File: src/rtl/id_ex_reg.sv
// ID/EX pipeline register: captures decoded operands and control from ID,
// with stall hold, flush-to-bubble and a WB refresh of held operands.
// Optional performance counters are enabled by defining ID_EX_PERF_CNT_EN.
module id_ex_reg #(
   parameter int unsigned XLEN       = 32,
   parameter int unsigned REG_ADDR_W = 5,
   parameter int unsigned ALU_OP_W   = 4
) (
   input  logic                  clk,
   input  logic                  rst,
   input  logic                  stall,
   input  logic                  flush,
   input  logic                  id_valid,
   input  logic [XLEN-1:0]       id_pc,
   input  logic [XLEN-1:0]       id_read_data_1,
   input  logic [XLEN-1:0]       id_read_data_2,
   input  logic [XLEN-1:0]       id_imm,
   input  logic [REG_ADDR_W-1:0] id_rs1,
   input  logic [REG_ADDR_W-1:0] id_rs2,
   input  logic [REG_ADDR_W-1:0] id_rd,
   input  logic [ALU_OP_W-1:0]   id_alu_op,
   input  logic                  id_alu_src,
   input  logic                  id_mem_read,
   input  logic                  id_mem_write,
   input  logic                  id_reg_write,
   input  logic                  id_mem_to_reg,
   input  logic                  wb_reg_write,
   input  logic [REG_ADDR_W-1:0] wb_rd,
   input  logic [XLEN-1:0]       wb_data,
   output logic                  ex_valid,
   output logic [XLEN-1:0]       ex_pc,
   output logic [XLEN-1:0]       ex_read_data_1,
   output logic [XLEN-1:0]       ex_read_data_2,
   output logic [XLEN-1:0]       ex_imm,
   output logic [REG_ADDR_W-1:0] ex_rs1,
   output logic [REG_ADDR_W-1:0] ex_rs2,
   output logic [REG_ADDR_W-1:0] ex_rd,
   output logic [ALU_OP_W-1:0]   ex_alu_op,
   output logic                  ex_alu_src,
   output logic                  ex_mem_read,
   output logic                  ex_mem_write,
   output logic                  ex_reg_write,
   output logic                  ex_mem_to_reg,
   output logic [31:0]           bubble_cnt,
   output logic [31:0]           stall_cnt
);

   localparam int unsigned CNT_W = 32;

   logic refresh_1;
   logic refresh_2;

   // WB refresh match: the retiring write targets a held source register (never x0)
   always_comb begin
      refresh_1 = 1'b0;
      refresh_2 = 1'b0;
      if (wb_reg_write && (wb_rd != REG_ADDR_W'(0))) begin
         refresh_1 = (wb_rd == ex_rs1);
         refresh_2 = (wb_rd == ex_rs2);
      end
   end

   // Pipeline register: rst > flush > stall (hold + refresh) > load
   always_ff @(posedge clk) begin
      if (rst || flush) begin
         ex_valid       <= 1'b0;
         ex_pc          <= '0;
         ex_read_data_1 <= '0;
         ex_read_data_2 <= '0;
         ex_imm         <= '0;
         ex_rs1         <= '0;
         ex_rs2         <= '0;
         ex_rd          <= '0;
         ex_alu_op      <= '0;
         ex_alu_src     <= 1'b0;
         ex_mem_read    <= 1'b0;
         ex_mem_write   <= 1'b0;
         ex_reg_write   <= 1'b0;
         ex_mem_to_reg  <= 1'b0;
      end else if (stall) begin
         if (refresh_1) ex_read_data_1 <= wb_data;
         if (refresh_2) ex_read_data_2 <= wb_data;
      end else begin
         ex_valid       <= id_valid;
         ex_pc          <= id_pc;
         ex_read_data_1 <= id_read_data_1;
         ex_read_data_2 <= id_read_data_2;
         ex_imm         <= id_imm;
         ex_rs1         <= id_rs1;
         ex_rs2         <= id_rs2;
         ex_rd          <= id_rd;
         ex_alu_op      <= id_alu_op;
         ex_alu_src     <= id_alu_src;
         ex_mem_read    <= id_mem_read;
         ex_mem_write   <= id_mem_write;
         ex_reg_write   <= id_reg_write;
         ex_mem_to_reg  <= id_mem_to_reg;
      end
   end

`ifdef ID_EX_PERF_CNT_EN
   // Bubble and stall counters, wrapping, cleared by rst
   always_ff @(posedge clk) begin
      if (rst) begin
         bubble_cnt <= '0;
         stall_cnt  <= '0;
      end else if (flush) begin
         bubble_cnt <= bubble_cnt + CNT_W'(1);
      end else if (stall) begin
         stall_cnt  <= stall_cnt + CNT_W'(1);
      end
   end
`else
   // Counters disabled: tie off
   assign bubble_cnt = CNT_W'(0);
   assign stall_cnt  = CNT_W'(0);
`endif

endmodule

File: config.mk
export PLATFORM = sky130hd
export DESIGN_NAME = id_ex_reg
export DESIGN_NICKNAME = d
export VERILOG_FILES = /design/src/rtl/id_ex_reg.sv
export SDC_FILE = /design/constraint.sdc
export NUM_CORES = 1
export LEC_CHECK = 0
export BUFFER_PORTS_ARGS = -buffer_cell sky130_fd_sc_hd__buf_4
export CAP_MARGIN = 20
export CORE_AREA = 3 3 172 174
export CTS_CLUSTER_DIAMETER = 40
export DETAILED_ROUTE_END_ITERATION = 6
export DIE_AREA = 0 0 175 177
export PLACE_DENSITY = 0.48
export SYNTH_ARGS = -nofsm -noshare
export SYNTH_HDL_FRONTEND = slang
export SYNTH_SLANG_ARGS = --single-unit
File: constraint.sdc
create_clock -name clk -period 3.4 [get_ports clk]
set_input_delay 0.68 -clock clk [delete_from_list [all_inputs] [get_ports clk]]
set_output_delay 0.68 -clock clk [all_outputs]
set_load 0.1 [all_outputs]
==> results of run 1 <==
## through the flow
step | worst slack (ns) | utilization | cell area, µm² | hold slack, ns
2_1_floorplan | 1.278 | - | 7279 | 0.8239
3_3_place_gp | 0.9112 | 0.3467 | 9686 | 0.4454
3_5_place_dp | 0.8664 | 0.3467 | 9686 | 0.4521
4_1_cts | 1.309 | 0.3680 | 10280 | 0.4552
5_1_grt | 1.215 | 0.3680 | 10280 | 0.4667
6_report | 1.306 | 0.3680 | 10280 | 0.4581
## cell families (layout without fill, tap and decap cells)
family,after synthesis,count (layout),synth area share
xor gates and xnor gates,10,10,0.01244
AOI/OAI and AO/OA,67,67,0.05028
DFF,153,153,0.4349
muxes,153,153,0.2174
and+or+nand+nor,254,254,0.1707
buffers and inverters,116,388,0.1137
other,1,64,0.0005324
## cell usage in the layout (no fill, tap or decap), drive strengths merged
cell type	instances
inv	8
dfxtp	153
and2	32
nor2b	64
o21ai	65
nand3	2
o41a	2
clkinv	5
xor2	4
nand2	64
xnor2	6
or2	1
clkinvlp	1
conb	64
buf	356
clkbuf	18
or4	1
mux2i	153
nor2	90
## cell usage after synthesis, drive strengths merged (4+ instances only)
cell    number
dfxtp      153
mux2i      153
nor2        90
buf         82
o21ai       65
nand2       64
nor2b       64
clkbuf      34
and2        32
xnor2        6
xor2         4
## final timing paths
check                         start  depth (start not counted)            endpoint  slack, ns
hold reg to reg   ex_read_data_1[1]                          2   ex_read_data_1[1]       0.46
hold / removal    ex_read_data_1[1]                          2   ex_read_data_1[1]       0.46
setup / recovery           wb_rd[1]                          6  ex_read_data_2[11]       1.31
setup reg to reg          ex_rs2[4]                          5  ex_read_data_2[11]       1.72
## power groups by stage
stage | clock network, µW | logic (µW) | registers, µW
global placement | 0 | 1340 | 1930
CTS | 1990 | 1350 | 1890
detailed placement | 0 | 1340 | 1930
finish | 1920 | 1340 | 1890
global route | 2070 | 1400 | 1900
floorplan | 0 | 635 | 2360
## critical path, stage by stage
cell,delay [ns]
buf_4,0.12
or4_1,0.54
o21ai_2,0.15
o41a_2,0.16
buf_4,0.48
mux2i_1,0.26
## layer usage
metal | routed length, µm | up-vias | global-route usage
met2 | 10210 | 271 | 0.2220
met4 | 234 | 0 | 0.03723
met5 | 0 | - | 0
li1 | - | 2986 | -
met3 | 2382 | 14 | 0.06542
met1 | 9575 | 2625 | 0.1693
## layout make-up
cell class | count | share of cell area
Clock buffer | 18 | 0.04272
Clock inverter | 14 | 0.01521
Multi-Input combinational cell | 548 | 0.3330
Sequential cell | 153 | 0.2979
Tap cell | 378 | 0.04600
Timing Repair Buffer | 356 | 0.2652
==> out/results.txt, run 1 <==
status: complete, no violations
Via density: 4.019
RSZ-0062 raised after global routing: false
Layout area overhead: 45.98%
critical path fanouts, max: 32
H-Tree Depth: 4
# clock sinks: 153
initial DRC count: 212
nets: 1271
P_leak: 0.004916 µW
CP arrival: 2.43 ns
via count: 5896
I/O pin total: 412
Worst setup SP type: primary input
sw frac: 0.3756
CP Capture Type: flop
drt first pass iters: 4
Register Area: 0.003063 mm²
die width: 175 µm
Setup Fix Bufs, Post-CTS: 0
#FFs+latches synth: 153
Internal: 3211 µW
Hold Buf Count CTS: 0
pin count of the biggest net entering global routing: 107
Slew headroom: 0.4662
EDFF count, synth: 0
Max rail drop VDD: 0.2196 mV
die area: 0.03098 mm²
FILL cells: 2926
routability congestion estimate: 0.7355
DP HPWL: 16.60 mm
area of the core: 0.02793 mm²
worst min-delay path class: reg -> reg
Final setup viols: 0
layout cell share with drive strength beyond 1: 0.3609
Worst EP required: 3.74 ns
# rows: 61
wire per inst: 15.27 µm
Die H: 177 µm
GRT overflow: 0
largest area contributor in the netlist: dfxtp_1
first-pass GRT wire length: 33.79 mm
CTS clock-pin slew for the worst setup and hold paths: 0.07 ns
Async SR Flop Fraction: 0
library cells used by synthesis: 20
multi-input logic area: 0.003423 mm²
post-route non-filler standard cell count: 1467
cts repair resizes: 0
total CTS buffers: 17
max_cap viols: 0
Syn Std Cell Area: 0.007043 mm²
Ys Warns: 0
Comb power frac: 0.260
Crit Path Category: in -> reg
Worst Clk Skew: 0.01396 ns
Setup Total Neg Slack: 0 ns
Final period util: 0.6159
CTS tree: built
Slew @ Worst Pin: 0.7989 ns
placed cell count: 1435
GRT Util Overall: 0.1392
main area contributors after synthesis: dfxtp_1 43%, mux2i_1 22%, buf_4 6.8%
Fin. Hold Viols: 0
Synth Flop Type: dfxtp_1
vias in the first global route: 5917
P_sw: 1931 µW
Post-Route WL: 22.41 mm
Final ANT Viol Nets: 0
sequential element share of the synthesized area: 0.4349
Remaining DRCs: 0
Clock Path Buffers: 2
initial core utilization: 0.2521
Inserted Diodes: 0
post-synth top area share: 0.4349
Post-Syn Area per Cell: 9.341 µm²
initial antenna violation count: 0
post-layout min period: 2.094 ns
post-route total power: 5142 µW
number of port buffers: 347
PwrDens: 500.1 mW/mm²
Clk network pwr share: 0.373
Synth Instances: 754
root buf cell: clkbuf_16
Pins Over Slew Limit: 0
share of power burned in registers: 0.367
worst skew pair latency: 0.42 ns
fmax: 0.4775 GHz
(Power assumes the default switching activity.)
==> inputs of run 2 (changes only) <==
--- a/config.mk
+++ b/config.mk
@@ -5,12 +5,13 @@
 export SDC_FILE = /design/constraint.sdc
 export NUM_CORES = 1
 export LEC_CHECK = 0
+export ABC_AREA = 1
 export BUFFER_PORTS_ARGS = -buffer_cell sky130_fd_sc_hd__buf_4
 export CAP_MARGIN = 20
-export CORE_AREA = 3 3 172 174
+export CORE_AREA = 3 3 174 176
 export CTS_CLUSTER_DIAMETER = 40
 export DETAILED_ROUTE_END_ITERATION = 6
-export DIE_AREA = 0 0 175 177
+export DIE_AREA = 0 0 177 179
 export PLACE_DENSITY = 0.48
 export SYNTH_ARGS = -nofsm -noshare
 export SYNTH_HDL_FRONTEND = slang
==> constraint.sdc (replaced) <==
create_clock -name clk -period 2.1 [get_ports clk]
set_input_delay 0.42 -clock clk [delete_from_list [all_inputs] [get_ports clk]]
set_output_delay 0.42 -clock clk [all_outputs]
set_load 0.1 [all_outputs]
==> run 2 against run 1 <==
Routed wire length is 10% higher. Clock-buffer cell count fell by 1. Clock power is 61% higher. Largest cell class unchanged.
==> out/results.txt, run 2 <==
max_cap viols: 0
post-synthesis simple-gate area fraction: 0.3008
initial antenna violation count: 0
via count: 7314
first-pass GRT wire length: 37.27 mm
worst r2r src: ex_rs1[1]
top-count cell post-synth: nand2_1
Remaining DRCs: 0
Worst EP required: 1.68 ns
I/O pin total: 412
library cells used by synthesis: 19
total CTS buffers: 17
share of power burned in registers: 0.361
Inserted Diodes: 0
pin count of the biggest net entering global routing: 102
Syn Std Cell Area: 0.007196 mm²
commonest non-fill, non-tap cell in the layout: nand2_1
Die H: 179 µm
Ys Warns: 0
R2R Path End: ex_read_data_1[25]
Slowest cell on crit path: dfxtp_1
CTS tree: built
Reg2Reg Depth: 7
wire per inst: 13.95 µm
worst min-delay path class: in -> reg
DR top layer: met4
met3 WL: 2.731 mm
Async SR Flop Fraction: 0
Post-Syn Area per Cell: 6.756 µm²
Comb power frac: 0.277
most common library cells after synthesis: 406 x nand2_1, 153 x a21oi_1, 153 x dfxtp_1
EDFF count, synth: 0
root buf cell: clkbuf_16
Metal-1 WL: 10.78 mm
setup ws final: 0.5083 ns
CTS clock-pin slew for the worst setup and hold paths: 0.08 ns
Setup Fix Bufs, Post-CTS: 0
routability congestion estimate: 0.7605
Post-Route WL: 24.69 mm
critical path depth in cells: 1
most frequent cells in the layout: 406 x nand2_1, 351 x buf_4, 153 x a21oi_1, 153 x dfxtp_1, 68 x nor2_1
# clock sinks: 153
Worst R2R Setup Slack: 0.57 ns
largest area contributor in the netlist: dfxtp_1
status: complete, no violations
number of port buffers: 347
Clk network pwr share: 0.362
slowest stage delay, CP: 0.42 ns
CP arrival: 1.17 ns
Buffers & Inverters on Critical Path: 1
Setup Total Neg Slack: 0 ns
Max rail drop VDD: 0.3564 mV
post-layout min period: 1.592 ns
worst skew pair latency: 0.42 ns
CP endpoint: ex_rs2[3]
GRT overflow: 0
Post-Synth Adder-Cell Area: 0
post-synthesis mux area share: 0
vias in the first global route: 6909
post-synth top area share: 0.4257
main area contributors after synthesis: dfxtp_1 43%, nand2_1 21%, a21oi_1 11%
PwrDens: 812.4 mW/mm²
GRT Util Overall: 0.1471
#FFs+latches synth: 153
Worst Clk Skew: 0.01118 ns
critical path fanouts, max: 3
initial DRC count: 333
cts repair resizes: 0
area of the core: 0.02878 mm²
Final period util: 0.7579
Final setup viols: 0
Synth Flop Type: dfxtp_1
RSZ-0062 raised after global routing: false
sw frac: 0.3931
CP Capture Type: primary output
CP delay by family, top: flip-flops
Layout area overhead: 45.78%
CP Launch Point: ex_rs2[3]
Hold Buf Count CTS: 0
fmax: 0.6283 GHz
DR WL met2: 10.93 mm
Pins Over Slew Limit: 0
xor/xnor cell area share of the yosys netlist: 0.01217
layout cell share with drive strength beyond 1: 0.2908
nets: 1568
Fin. Hold Viols: 0
FILL cells: 3172
crit-path cells: buf_4
Worst setup SP type: flop
P_sw: 3350 µW
drt first pass iters: 4
DP HPWL: 17.93 mm
Synth Instances: 1065
sequential element share of the synthesized area: 0.4257
post-synthesis compound-gate area fraction: 0.1064
worst hold slack: 0.2388 ns
Via density: 4.132
# rows: 62
H-Tree Depth: 4
Clock Path Buffers: 2
largest family of logic cells by synthesized area: simple AND/OR/NAND/NOR gates
initial core utilization: 0.2500
Internal: 5172 µW
die width: 177 µm
P_leak: 0.005193 µW
placement-stage worst setup slack: 0.3869 ns
die area: 0.03168 mm²
post-route total power: 8522 µW
Final ANT Viol Nets: 0
Crit Path Category: reg -> out
[run 2: kinds of logic (layout without fill, tap and decap cells)]
family,after synthesis,in the layout
compound gates,153,153
other cells,1,64
xor+xnor,10,10
flops,153,153
buf+inv,203,461
simple gates,545,545
[run 2: power groups by stage]
stage / registers [µW] / clock network (µW) / logic [µW]
final: 3070 / 3090 / 2360
after global routing: 3090 / 3320 / 2500
after CTS: 3070 / 3210 / 2380
after detailed placement: 3140 / 0 / 2370
after global placement: 3140 / 0 / 2370
after floorplan: 3920 / 0 / 1070
[run 2: cell type report]
class / instances / area [µm²] / share of cell area
timing repair buffer: 362 / 2846 / 0.2713
tap: 384 / 480.5 / 0.04580
sequential: 153 / 3063 / 0.2920
inverter: 67 / 254.0 / 0.02421
multi-input combinational: 772 / 3266 / 0.3113
clock inverter: 15 / 155.1 / 0.01479
clock buffer: 17 / 425.4 / 0.04055
[run 2: through the flow]
step,cells,instance area [µm²],utilization
floorplan,1128,7432,-
global placement,1738,9910,0.3443
detailed placement,1738,9910,0.3443
CTS,1770,10490,0.3645
global route,1770,10490,0.3645
finish,1770,10490,0.3645
[run 2: routing by layer]
layer / GRT usage / up-vias
li1: - / 3790
met1: 0.1855 / 3238
met2: 0.2311 / 274
met3: 0.06713 / 12
met4: 0.03273 / 0
met5: 0 / -
[run 2: how the worst min path moves through the flow]
stage | slack (ns) | from | cells past startpoint | endpoint
floorplan | 0.56 | id_alu_op[0] | 2 | ex_alu_op[0]
global placement | 0.45 | ex_imm[25] | 2 | ex_imm[25]
detailed placement | 0.46 | ex_imm[10] | 2 | ex_imm[10]
CTS | 0.21 | id_pc[30] | 3 | ex_pc[30]
global route | 0.22 | id_pc[18] | 3 | ex_pc[18]
finish | 0.24 | id_pc[7] | 3 | ex_pc[7]
[run 2: tightest hold or removal path, stage by stage]
cell and delay (ns):
buf_4 0.07, nand2_1 0.04, a21oi_1 0.10
==> inputs of run 3 (changes only) <==
==> config.mk (replaced) <==
export PLATFORM = sky130hd
export DESIGN_NAME = id_ex_reg
export DESIGN_NICKNAME = d
export VERILOG_FILES = /design/src/rtl/id_ex_reg.sv
export SDC_FILE = /design/constraint.sdc
export NUM_CORES = 1
export LEC_CHECK = 0
export ABC_AREA = 0
export BUFFER_PORTS_ARGS = -buffer_cell sky130_fd_sc_hd__buf_4
export CAP_MARGIN = 20
export CORE_AREA = 3 3 172 174
export CTS_CLUSTER_DIAMETER = 40
export DETAILED_ROUTE_END_ITERATION = 6
export DIE_AREA = 0 0 175 177
export PLACE_DENSITY = 0.5
export SYNTH_ARGS = -nofsm -noshare
export SYNTH_HDL_FRONTEND = slang
export SYNTH_SLANG_ARGS = --single-unit
==> constraint.sdc (replaced) <==
create_clock -name clk -period 1.3 [get_ports clk]
set_input_delay 0.26 -clock clk [delete_from_list [all_inputs] [get_ports clk]]
set_output_delay 0.26 -clock clk [all_outputs]
set_load 0.1 [all_outputs]
==> run 3 against run 2 <==
The flow now finishes with violations (negative setup slack). Routed wire length shrank 2.4%. Utilization grew 8.4 points. Design area increased by 19%. Clock-buffer cell count grew 1. Final cell count down 15%. Non-clock buffer count is 31 higher. Via count fell by 16%. Power is 64% higher. Largest power group is now sequential cells.
==> out/results.txt, run 3 (synthesis results as in run 1) <==
initial core utilization: 0.2521
die width: 175 µm
hold-critical path endpoint: ex_imm[22]
Final ANT Viol Nets: 0
I/O pin total: 412
total CTS buffers: 17
nets: 1308
area of the core: 0.02793 mm²
Layout area overhead: 77.72%
via count: 6157
Worst EP required: 1.60 ns
critical path fanouts, max: 8
post-layout min period: 1.524 ns
worst min-delay path class: in -> reg
Final setup viols: 68
H-Tree Depth: 4
max_cap viols: 0
DP Area: 0.01008 mm²
P_leak: 0.005595 µW
Hold Buf Count CTS: 0
fmax: 0.6563 GHz
CP arrival: 1.82 ns
Inserted Diodes: 0
Final period util: 1.172
PwrDens: 1119 mW/mm²
root buf cell: clkbuf_16
R2R Path End: ex_read_data_1[23]
GRT Util Overall: 0.1485
Post-Route WL: 24.10 mm
die area: 0.03098 mm²
post-layout util: 0.4481
DP HPWL: 17.43 mm
layout cell share with drive strength beyond 1: 0.4583
Max rail drop VDD: 0.6461 mV
Clock Path Buffers: 2
# rows: 61
Hold Path Stages: 3
RSZ-0062 raised after global routing: true
initial DRC count: 196
setup ws final: -0.2237 ns
post-route cell area: 0.01252 mm²
CP Capture Type: flop
commonest non-fill, non-tap cell in the layout: buf_4
Worst setup SP type: flop
Worst R2R Setup Slack: -0.22 ns
routability congestion estimate: 0.7528
status: finished with violations
number of port buffers: 347
Die H: 177 µm
worst skew pair latency: 0.42 ns
CTS tree: built
vias in the first global route: 6207
worst r2r src: ex_rs1[1]
pin count of the biggest net entering global routing: 77
drt first pass iters: 4
worst hold slack: 0.06276 ns
wire per inst: 16.03 µm
HP Start: id_imm[22]
Remaining DRCs: 0
Worst Clk Skew: 0.01569 ns
Pins Over Slew Limit: 0
Via density: 4.094
first-pass GRT wire length: 35.99 mm
initial antenna violation count: 0
failing checks: negative setup slack
Crit Path Category: reg -> reg
# clock sinks: 153
Reg2Reg Depth: 5
Fin. Hold Viols: 0
most frequent cells in the layout: 214 x buf_4, 152 x mux2i_1, 119 x buf_12, 89 x nor2_1, 72 x dfxtp_1
GRT overflow: 0
CTS clock-pin slew for the worst setup and hold paths: 0.08 ns
==> run 3: how the worst max path moves through the flow <==
stage	from	end	slack (ns)	cells past startpoint
5_1_grt	ex_rs2[0]	ex_read_data_2[21]	-0.26	5
6_report	ex_rs1[1]	ex_read_data_1[23]	-0.22	5
3_5_place_dp	wb_rd[1]	ex_read_data_1[23]	-0.57	6
2_1_floorplan	ex_rs1[4]	ex_read_data_1[10]	-0.34	6
4_1_cts	ex_rs2[3]	ex_read_data_2[24]	-0.22	4
3_3_place_gp	wb_rd[1]	ex_read_data_1[27]	-0.53	6
==> run 3: what timing repair did <==
| action | CTS | global route |
|---|---|---|
| setup endpoints to repair | 217 | 170 |
| cloned | 2 | 1 |
| pin swaps | 0 | 1 |
| buffers inserted | 0 | 3 |
| resized for setup | 309 | 172 |
==> run 3: area by class of cell <==
cell class / count / area, µm²
clock buffer: 18 / 439.2
clock inverter: 14 / 151.4
fill: 2637 / 15420
multi-input combinational: 548 / 3475
sequential: 153 / 3189
tap: 378 / 473.0
timing repair buffer: 393 / 4790
==> run 3: critical path: stages, from the launching register on <==
cell and delay [ns]:
dfxtp_4 0.36, xnor2_2 0.15, nand3_1 0.11, o41a_4 0.45, buf_12 0.19, mux2i_2 0.15
==> run 3: metal layers <==
metal / track usage / part of all wire / vias up
li1: - / - / 3069
met1: 0.1795 / 0.41 / 2817
met2: 0.2428 / 0.48 / 256
met3: 0.06328 / 0.096 / 15
met4: 0.04089 / 0.012 / 0
met5: 0 / 0 / -
==> run 3: power by group <==
group          internal, µW  switching (µW)
clock                  2630            2370
combinational          1370            2640
sequential             4850             163
==> run 3: metrics by stage <==
stage               worst slack, ns  setup TNS [ns]  total power, µW  instances
global placement            -0.5277          -32.90             8653       1469
floorplan                   -0.3420          -21.34             7832        817
detailed placement          -0.5691          -33.23             8652       1469
finish                      -0.2237          -13.01            14010       1504
CTS                         -0.2157          -12.90            14070       1503
global route                -0.2587          -16.01            14620       1504
